**src/rtl/mips_fetch_unit_if.sv**
```systemverilog
// Instruction-memory read bus between the fetch unit (master) and the memory (slave).
// The request stays high with a stable address until the memory acknowledges with data.
interface mips_fetch_unit_if;
   logic        imem_req;
   logic [31:0] imem_addr;
   logic        imem_ack;
   logic [31:0] imem_rdata;

   modport master (
      output imem_req,
      output imem_addr,
      input  imem_ack,
      input  imem_rdata
   );

   modport slave (
      input  imem_req,
      input  imem_addr,
      output imem_ack,
      output imem_rdata
   );
endinterface

```
**src/rtl/mips_fetch_unit.sv**
```systemverilog
// MIPS fetch unit: owns the PC, fetches one instruction at a time and holds it until retired.
// Optional macro FETCH_TIMEOUT_EN adds an 8-bit fetch timeout that parks the unit in ERR.
module mips_fetch_unit #(
   parameter logic [31:0] RESET_PC = 32'h0000_0000
) (
   input  logic               clk,
   input  logic               rst,
   mips_fetch_unit_if.master  imem,
   input  logic               advance,
   input  logic [1:0]         sm5,
   input  logic [31:0]        jr_addr,
   output logic [31:0]        instr,
   output logic [5:0]         opcode,
   output logic [5:0]         func,
   output logic               instr_valid,
   output logic [31:0]        pc_plus4,
   output logic               fetch_err
);

   localparam logic [1:0] IDLE  = 2'd0;
   localparam logic [1:0] FETCH = 2'd1;
   localparam logic [1:0] HOLD  = 2'd2;
`ifdef FETCH_TIMEOUT_EN
   localparam logic [1:0] ERR   = 2'd3;
`endif

   localparam logic [1:0] SEL_PC4    = 2'b00;
   localparam logic [1:0] SEL_BRANCH = 2'b01;
   localparam logic [1:0] SEL_JUMP   = 2'b10;

   logic [1:0]  state_q, state_d;
   logic [31:0] pc_q, pc_d;
   logic [31:0] instr_q, instr_d;
   logic        valid_q, valid_d;
   logic [31:0] nextPc;
   logic [31:0] branchOffset;
`ifdef FETCH_TIMEOUT_EN
   logic [7:0]  cnt_q, cnt_d;
`endif

   assign pc_plus4        = pc_q + 32'd4;
   assign instr           = instr_q;
   assign opcode          = instr_q[31:26];
   assign func            = instr_q[5:0];
   assign instr_valid     = valid_q;
   assign imem.imem_addr  = pc_q;
   // Request is decoded from state so reset drops it without waiting for a clock edge.
   assign imem.imem_req   = (state_q == FETCH);
`ifdef FETCH_TIMEOUT_EN
   assign fetch_err       = (state_q == ERR);
`else
   assign fetch_err       = 1'b0;
`endif

   assign branchOffset = {{14{instr_q[15]}}, instr_q[15:0], 2'b00};

   always_comb begin
      case (sm5)
         SEL_PC4:    nextPc = pc_plus4;
         SEL_BRANCH: nextPc = pc_plus4 + branchOffset;
         SEL_JUMP:   nextPc = {pc_plus4[31:28], instr_q[25:0], 2'b00};
         default:    nextPc = jr_addr & 32'hFFFF_FFFC;
      endcase
   end

   always_comb begin
      state_d = state_q;
      pc_d    = pc_q;
      instr_d = instr_q;
      valid_d = valid_q;
`ifdef FETCH_TIMEOUT_EN
      cnt_d   = cnt_q;
`endif
      case (state_q)
         IDLE: begin
            state_d = FETCH;
`ifdef FETCH_TIMEOUT_EN
            cnt_d   = 8'd0;
`endif
         end
         FETCH: begin
            if (imem.imem_ack) begin
               instr_d = imem.imem_rdata;
               valid_d = 1'b1;
               state_d = HOLD;
            end
`ifdef FETCH_TIMEOUT_EN
            else begin
               // The 255th unacknowledged cycle is the one that gives up.
               cnt_d = cnt_q + 8'd1;
               if (cnt_q == 8'd254) begin
                  state_d = ERR;
               end
            end
`endif
         end
         HOLD: begin
            if (advance) begin
               pc_d    = nextPc;
               valid_d = 1'b0;
               state_d = FETCH;
`ifdef FETCH_TIMEOUT_EN
               cnt_d   = 8'd0;
`endif
            end
         end
`ifdef FETCH_TIMEOUT_EN
         ERR: begin
            state_d = ERR;
         end
`endif
         default: begin
            state_d = IDLE;
         end
      endcase
   end

   always_ff @(posedge clk or negedge rst) begin
      if (!rst) begin
         state_q <= IDLE;
         pc_q    <= RESET_PC;
         instr_q <= 32'd0;
         valid_q <= 1'b0;
`ifdef FETCH_TIMEOUT_EN
         cnt_q   <= 8'd0;
`endif
      end else begin
         state_q <= state_d;
         pc_q    <= pc_d;
         instr_q <= instr_d;
         valid_q <= valid_d;
`ifdef FETCH_TIMEOUT_EN
         cnt_q   <= cnt_d;
`endif
      end
   end

endmodule

```
**src/flat_wrapper.sv**
```systemverilog
// flat-port wrapper written by rule: the top's interface ports become plain ports
module mips_fetch_unit_flat 
#(
   parameter logic [31:0] RESET_PC = 32'h0000_0000
)
  (clk, rst, advance, sm5, jr_addr, instr, opcode, func, instr_valid, pc_plus4, fetch_err, imem_imem_req, imem_imem_addr, imem_imem_ack, imem_imem_rdata);
  mips_fetch_unit_if imem_i ();
  input  logic clk;
  input  logic rst;
  input  logic advance;
  input  logic [1:0] sm5;
  input  logic [31:0] jr_addr;
  output logic [31:0] instr;
  output logic [5:0] opcode;
  output logic [5:0] func;
  output logic instr_valid;
  output logic [31:0] pc_plus4;
  output logic fetch_err;
  output wire logic [$bits(imem_i.imem_req)-1:0] imem_imem_req;
  output wire logic [$bits(imem_i.imem_addr)-1:0] imem_imem_addr;
  input wire logic [$bits(imem_i.imem_ack)-1:0] imem_imem_ack;
  input wire logic [$bits(imem_i.imem_rdata)-1:0] imem_imem_rdata;
  assign imem_imem_req = imem_i.imem_req;
  assign imem_imem_addr = imem_i.imem_addr;
  assign imem_i.imem_ack = imem_imem_ack;
  assign imem_i.imem_rdata = imem_imem_rdata;
  mips_fetch_unit #(.RESET_PC(RESET_PC)) u_core (.clk(clk), .rst(rst), .imem(imem_i), .advance(advance), .sm5(sm5), .jr_addr(jr_addr), .instr(instr), .opcode(opcode), .func(func), .instr_valid(instr_valid), .pc_plus4(pc_plus4), .fetch_err(fetch_err));
endmodule
```
**config.mk**
```make
export PLATFORM = sky130hd
export DESIGN_NAME = mips_fetch_unit_flat
export DESIGN_NICKNAME = d
export VERILOG_FILES = /design/src/rtl/mips_fetch_unit_if.sv /design/src/rtl/mips_fetch_unit.sv /design/src/flat_wrapper.sv
export SDC_FILE = /design/constraint.sdc
export NUM_CORES = 1
export LEC_CHECK = 0
export CORE_UTILIZATION = 48
export DETAILED_ROUTE_END_ITERATION = 8
export GPL_TIMING_DRIVEN = 0
export PLACE_DENSITY = 0.86
export SKIP_LAST_GASP = 1
export SLEW_MARGIN = 10
export SYNTH_ARGS = -nofsm -noshare
export SYNTH_HDL_FRONTEND = slang
export SYNTH_SLANG_ARGS = --single-unit
```
**constraint.sdc**
```tcl
create_clock -name clk -period 4.1 [get_ports clk]
set_input_delay 0.615 -clock clk [delete_from_list [all_inputs] [get_ports clk]]
set_output_delay 0.615 -clock clk [all_outputs]
set_load 0.005 [all_outputs]
```
======== Word level (Yosys, flattened, before mapping) ========
Index checks and enable logic that the tools add are counted.
storage, ports and cells
  input port bits ......................... 70
  output and inout bits ................... 111
  register bits ........................... 67
  word-level logic and storage cells ...... 26
cells by class
  eq/ne operators ......................... 6
  reduce and logical (&&, ||, !) cells .... 7
  muxes and demuxes ....................... 7
  $add $sub $neg .......................... 2
operators with widths
  kind                     count
  $pmux W32 S3             1
  $add A32 B3 Y32 const B  1
  $add A32 B32 Y32         1
  $pmux W2 S3              1
  $reduce_and A2 Y1        3
  $eq A2 B1 Y1 const B     2
  $eq A2 B2 Y1 const B     2
  $logic_not A2 Y1         2
  $mux W2                  2
  $reduce_and A3 Y1        1
  $mux W1                  2
  $ne A2 B1 Y1 const B     1
  $ne A2 B2 Y1 const B     1
  $pmux W1 S2              1
  $reduce_bool A2 Y1       1

======== Longest topological paths before layout ========
  depth after elaboration ................. 3
  mapped depth ............................ 17
  gate-level depth less buffers ........... 14

======== Least setup slack after synthesis ========
OpenSTA, ideal clock, no wires.
  path kind ............................... register -> register
  start point ............................. register u_core.pc_q[2], in the netlist u_core.imem.imem_addr[2]
  end point ............................... register u_core.pc_q[24], in the netlist u_core.imem.imem_addr[24]
  data required time ...................... 4.006 ns
  library setup time ...................... 0.094 ns
  period minus slack after synthesis ...... 3.474 ns
  buffers on the path ..................... 2
  slack ................................... 0.626 ns
  arrival ................................. 3.380 ns
  stages on the path, launching flop included .. 16
  cells stage by stage .................... dfrtp_1 -> ha_1 -> and3_1 -> and2_1 -> clkbuf_1 -> nand4_1 -> xnor2_1 -> ha_1 -> clkbuf_1 -> nand2_1 -> nor3_1 -> a2111oi_2 -> a21oi_1 -> nor3_1 -> mux2_2 -> a211oi_1
on the way
  longest elaborated chain between the ends .. 3
RTL lines
  element                 line                    text
  start, declared         mips_fetch_unit.sv:32   logic [31:0] pc_q, pc_d;
  start signal, assigned  mips_fetch_unit.sv:129  pc_q <= pc_d;
  $add A32 B3 Y32         mips_fetch_unit.sv:41   assign pc_plus4 = pc_q + 32'd4;
  net pc_plus4[12]        flat_wrapper.sv:17      output logic [31:0] pc_plus4;
  $add A32 B32 Y32        mips_fetch_unit.sv:60   SEL_BRANCH: nextPc = pc_plus4 + branchOffset;
  $pmux W32 S3            mips_fetch_unit.sv:58   case (sm5)
The timed path passes the listed nets, and every way through them passes these cells.
A chain may end at the register's enable or synchronous reset.

======== Worst setup path in the final report ========
  start point ............................. register u_core.pc_q[2], in the netlist u_core.imem.imem_addr[2]
  end point ............................... register u_core.pc_q[24], in the netlist u_core.imem.imem_addr[24]
on the way
  longest elaborated chain between the ends .. 3
RTL lines
  element            line
  $add A32 B3 Y32 *  mips_fetch_unit.sv:41
  $add A32 B32 Y32   mips_fetch_unit.sv:60
  $pmux W32 S3 *     mips_fetch_unit.sv:58
Every way passes the cells marked *; elsewhere a longest branch is shown, timed or not.

==> impl_metrics.yaml <==
status:
  outcome: "complete, but fails checks"
  failed_checks: "DRC"
detailed_routing:
  dr.pass1.iters: 7
  detail-route-antenna-nets: 0
  vias: 6180
  totalWireLength_um: 20800
  drc: 4
  drt_iter0_markers: 580
  wl_per_cell_um: 21.0
  drt-vias-per-instance: 6.24
clocking:
  clk_path_buf_depth: 2
  worst_setup_hold_path_clk_slew_ns: 0.06
  cts_inserted_buffers: 9
  htree_levels: 3
  clock_tree_from_tritoncts: "done"
  insertion_delay_ns: 0.35
  cts_sinks: 65
  cts_root_buf: "clkbuf_16"
timing:
  fmax_mhz: 253
  layout_setup_ws_ns: 0.150
  fin_skew_ns: 0.00759
  rsz0062_at_grt: "yes"
  finalMaxSlewViolations: 0
  period_minus_slack_ns: 3.95
  final_hold_viol_count: 0
  finalSetupViolCount: 0
  max_transition_margin_pct: 37.0
  worst-slew-pin-transition_ns: 0.945
  finalCritPeriodShare_pct: 96.3
logic_synthesis:
  synth-xor-area-share_pct: 7.13
  netlist_area_sq_um: 5760
  netlist_instances: 654
  seq_area_frac_synth_pct: 28.3
  synth.ff_latch_count: 65
  synth.top_cell.area_share_pct: 28.3
  most_used_flip_flop_cell_after_synthesis: "dfrtp_1"
  synth_top_family_by_area: "compound AO/OA/AOI/OAI gates"
  synth_enable_flop_cells: 0
  netlist_top_cells_area: "dfrtp_1, mux2_2, ha_1"
  synth_async_sr_flop_share_pct: 100
  adder_cell_area_share_of_the_yosys_netlist_pct: 7.95
  synth_largest_area_cell: "dfrtp_1"
  simple_logic_cell_fraction_of_the_synthesized_area_pct: 18.5
  syn_area_per_cell_sq_um: 8.80
  count_of_unique_library_cells_instantiated_by_yosys: 69
  yosys.cell_count.top_type: "nand2_1"
  synth.top_cells.by_count: "nand2_1, dfrtp_1, a21oi_1, mux2_2, o21ai_0"
  synth_mux_area_share_pct: 13.6
  synth_compound_gate_area_share_pct: 19.0
  synth_warnings: 0
setup_path:
  timing.critical_path.to_type: "flop"
  crit_fanout: 7
  worstSetupStartpointType: "flop"
  worst-endpoint-required_ns: 4.36
  timing_worst_setup_path_type: "flop to flop"
  worstPathArrival_ns: 4.21
finish:
  drive_gt1_share_pct: 13.2
  utilization_pct: 69.9
  area.growth.synth_to_final_pct: 40.4
  fin_nets: 948
  num_antenna_cells: 0
  post-route-cell-area_sq_um: 8080
  layout.cells.non_filler: 990
power_and_ir_drop:
  power.share.sequential_pct: 20.1
  power.switching_mw: 3.25
  combinationalPowerShare_pct: 67.7
  totalPowerFinal_mw: 7.21
  max-vdd-ir-drop_mv: 0.589
  internal_power_mw: 3.96
  power.switching_fraction_pct: 45.1
  power.static_leakage_nw: 3.41
  power.clock.fraction_pct: 12.2
  powerDensity_nw_per_um2: 893
place:
  placed_cells_incl_taps: 975
  globalplace.congestion: 0.938
  port_buffers: 173
  place_worst_setup_slack_ns: -0.183
  place_area_sq_um: 7710
  dpl.hpwl_um: 15800
floorplanning:
  initial_utilization_pct: 49.8
  floorplan.core_area_sq_um: 11600
  site_rows: 39
  num_io_pins: 181
  fp.dieArea_sq_um: 12400
  die_w_um: 112
  fp.dieH_um: 112
global_routing:
  grt_start_max_net_pins: 52
  grt_util_all_layers_pct: 34.8
  vias_in_the_first_global_route: 6283
  grt_pass1_wl_um: 33600
  grt_overflow_total: 0
  antenna_violations_before_repair: 0
run:
  max_cap_viol_count: 0
min_path:
  hold_path.class: "primary input to async pin"
[what timing repair did]
action / 4_1_cts / 5_1_grt
resized for setup: 4 / 8
pin swaps: 0 / 1
setup buffers: 0 / 1
endpoints found under the setup margin: 5 / 12
hold endpoints to repair: 0 / 0
hold buffers: 0 / 0
[sequential cells by signal, summed over array words and instances, names as in the netlist]
name,cells
u_core.instr_valid,1
u_core.imem.imem_addr,30
u_core.state_q,2
u_core.instr,32
[critical path, stage by stage (launching register included)]
cell and delay (ns):
dfrtp_1 0.46, ha_1 0.22, and3_1 0.31, and2_2 0.28
nand4_1 0.17, xnor2_2 0.26, ha_1 0.27, clkbuf_1 0.18
nand2_1 0.13, nor3_1 0.07, a2111oi_2 0.42, a21oi_1 0.19
nor3_2 0.31, mux2_2 0.38, a211oi_1 0.19
[through the flow]
step	hold WS (ns)	TNS [ns]
finish	0.124	0
global route	0.134	-0.0442
CTS	0.124	-0.0261
detailed placement	0.484	-0.403
global placement	0.467	-0.174
floorplan	0.319	0
[logic make-up (layout without fill, tap and decap cells)]
kind of cell	Yosys count	after routing
simple gates	210	210
other cells	1	5
xor+xnor	46	46
mux	62	62
compound gates	168	168
fa+ha+maj	36	36
buf+inv	66	255
flops	65	65
[path summary, 6_finish.rpt]
kind	start	end	slack, ns	cells after the start
worst max-delay path	u_core.imem.imem_addr[2]	u_core.imem.imem_addr[24]	0.15	14
worst min register to register	u_core.state_q[1]	u_core.state_q[0]	0.50	1
worst max register to register	u_core.imem.imem_addr[2]	u_core.imem.imem_addr[24]	0.15	14
max in group asynchronous	rst	u_core.instr[12]	3.43	2
min in group clk	u_core.state_q[1]	u_core.state_q[0]	0.50	1
worst min-delay path	rst	u_core.imem.imem_addr[7]	0.12	1
[power groups by stage]
stage	Sequential [mW]	Combinational, mW	Clock (mW)
finish	1.45	4.88	0.881
global route	1.49	5.30	0.908
CTS	1.43	4.77	0.885
detailed placement	1.42	4.69	0
global placement	1.40	4.57	0
floorplan	1.30	2.84	0
[layer usage]
layer  track usage (%)  wire (um)
met1              44.4       8100
met4              15.4        558
met5                 0          0
met3              9.09       2450
met2              55.5       9710
[cells in the final DEF (no fill, tap or decap), types with 9 or more instances in the layout]
cell | synthesis | routed
xor2_1 | 14 | 14
nand4_1 | 15 | 15
dfrtp_1 | 65 | 65
nand3_1 | 17 | 17
mux2_2 | 40 | 40
and3_1 | 9 | 9
xnor2_1 | 31 | 28
mux4_2 | 9 | 9
mux2i_1 | 13 | 13
buf_4 | 18 | 20
nand2b_1 | 10 | 10
clkdlybuf4s50_1 | 0 | 172
clkbuf_1 | 25 | 23
clkbuf_16 | 0 | 9
nor3_1 | 17 | 16
a21o_1 | 11 | 11
o21ai_0 | 37 | 35
a21oi_1 | 50 | 48
ha_1 | 35 | 34
nor2_1 | 34 | 34
inv_1 | 14 | 14
nand2_1 | 75 | 75
[final cells by class]
cell class                 instances  area (sq um)
inverter                          14          52.6
sequential                        65          1630
tap                              143           179
buffer                            50           260
multi-input combinational        527          3870
clock inverter                     7           103
clock buffer                       9           225
fill                             876          3480
timing repair buffer             175          1760
Power figures use the tool's default switching activity.
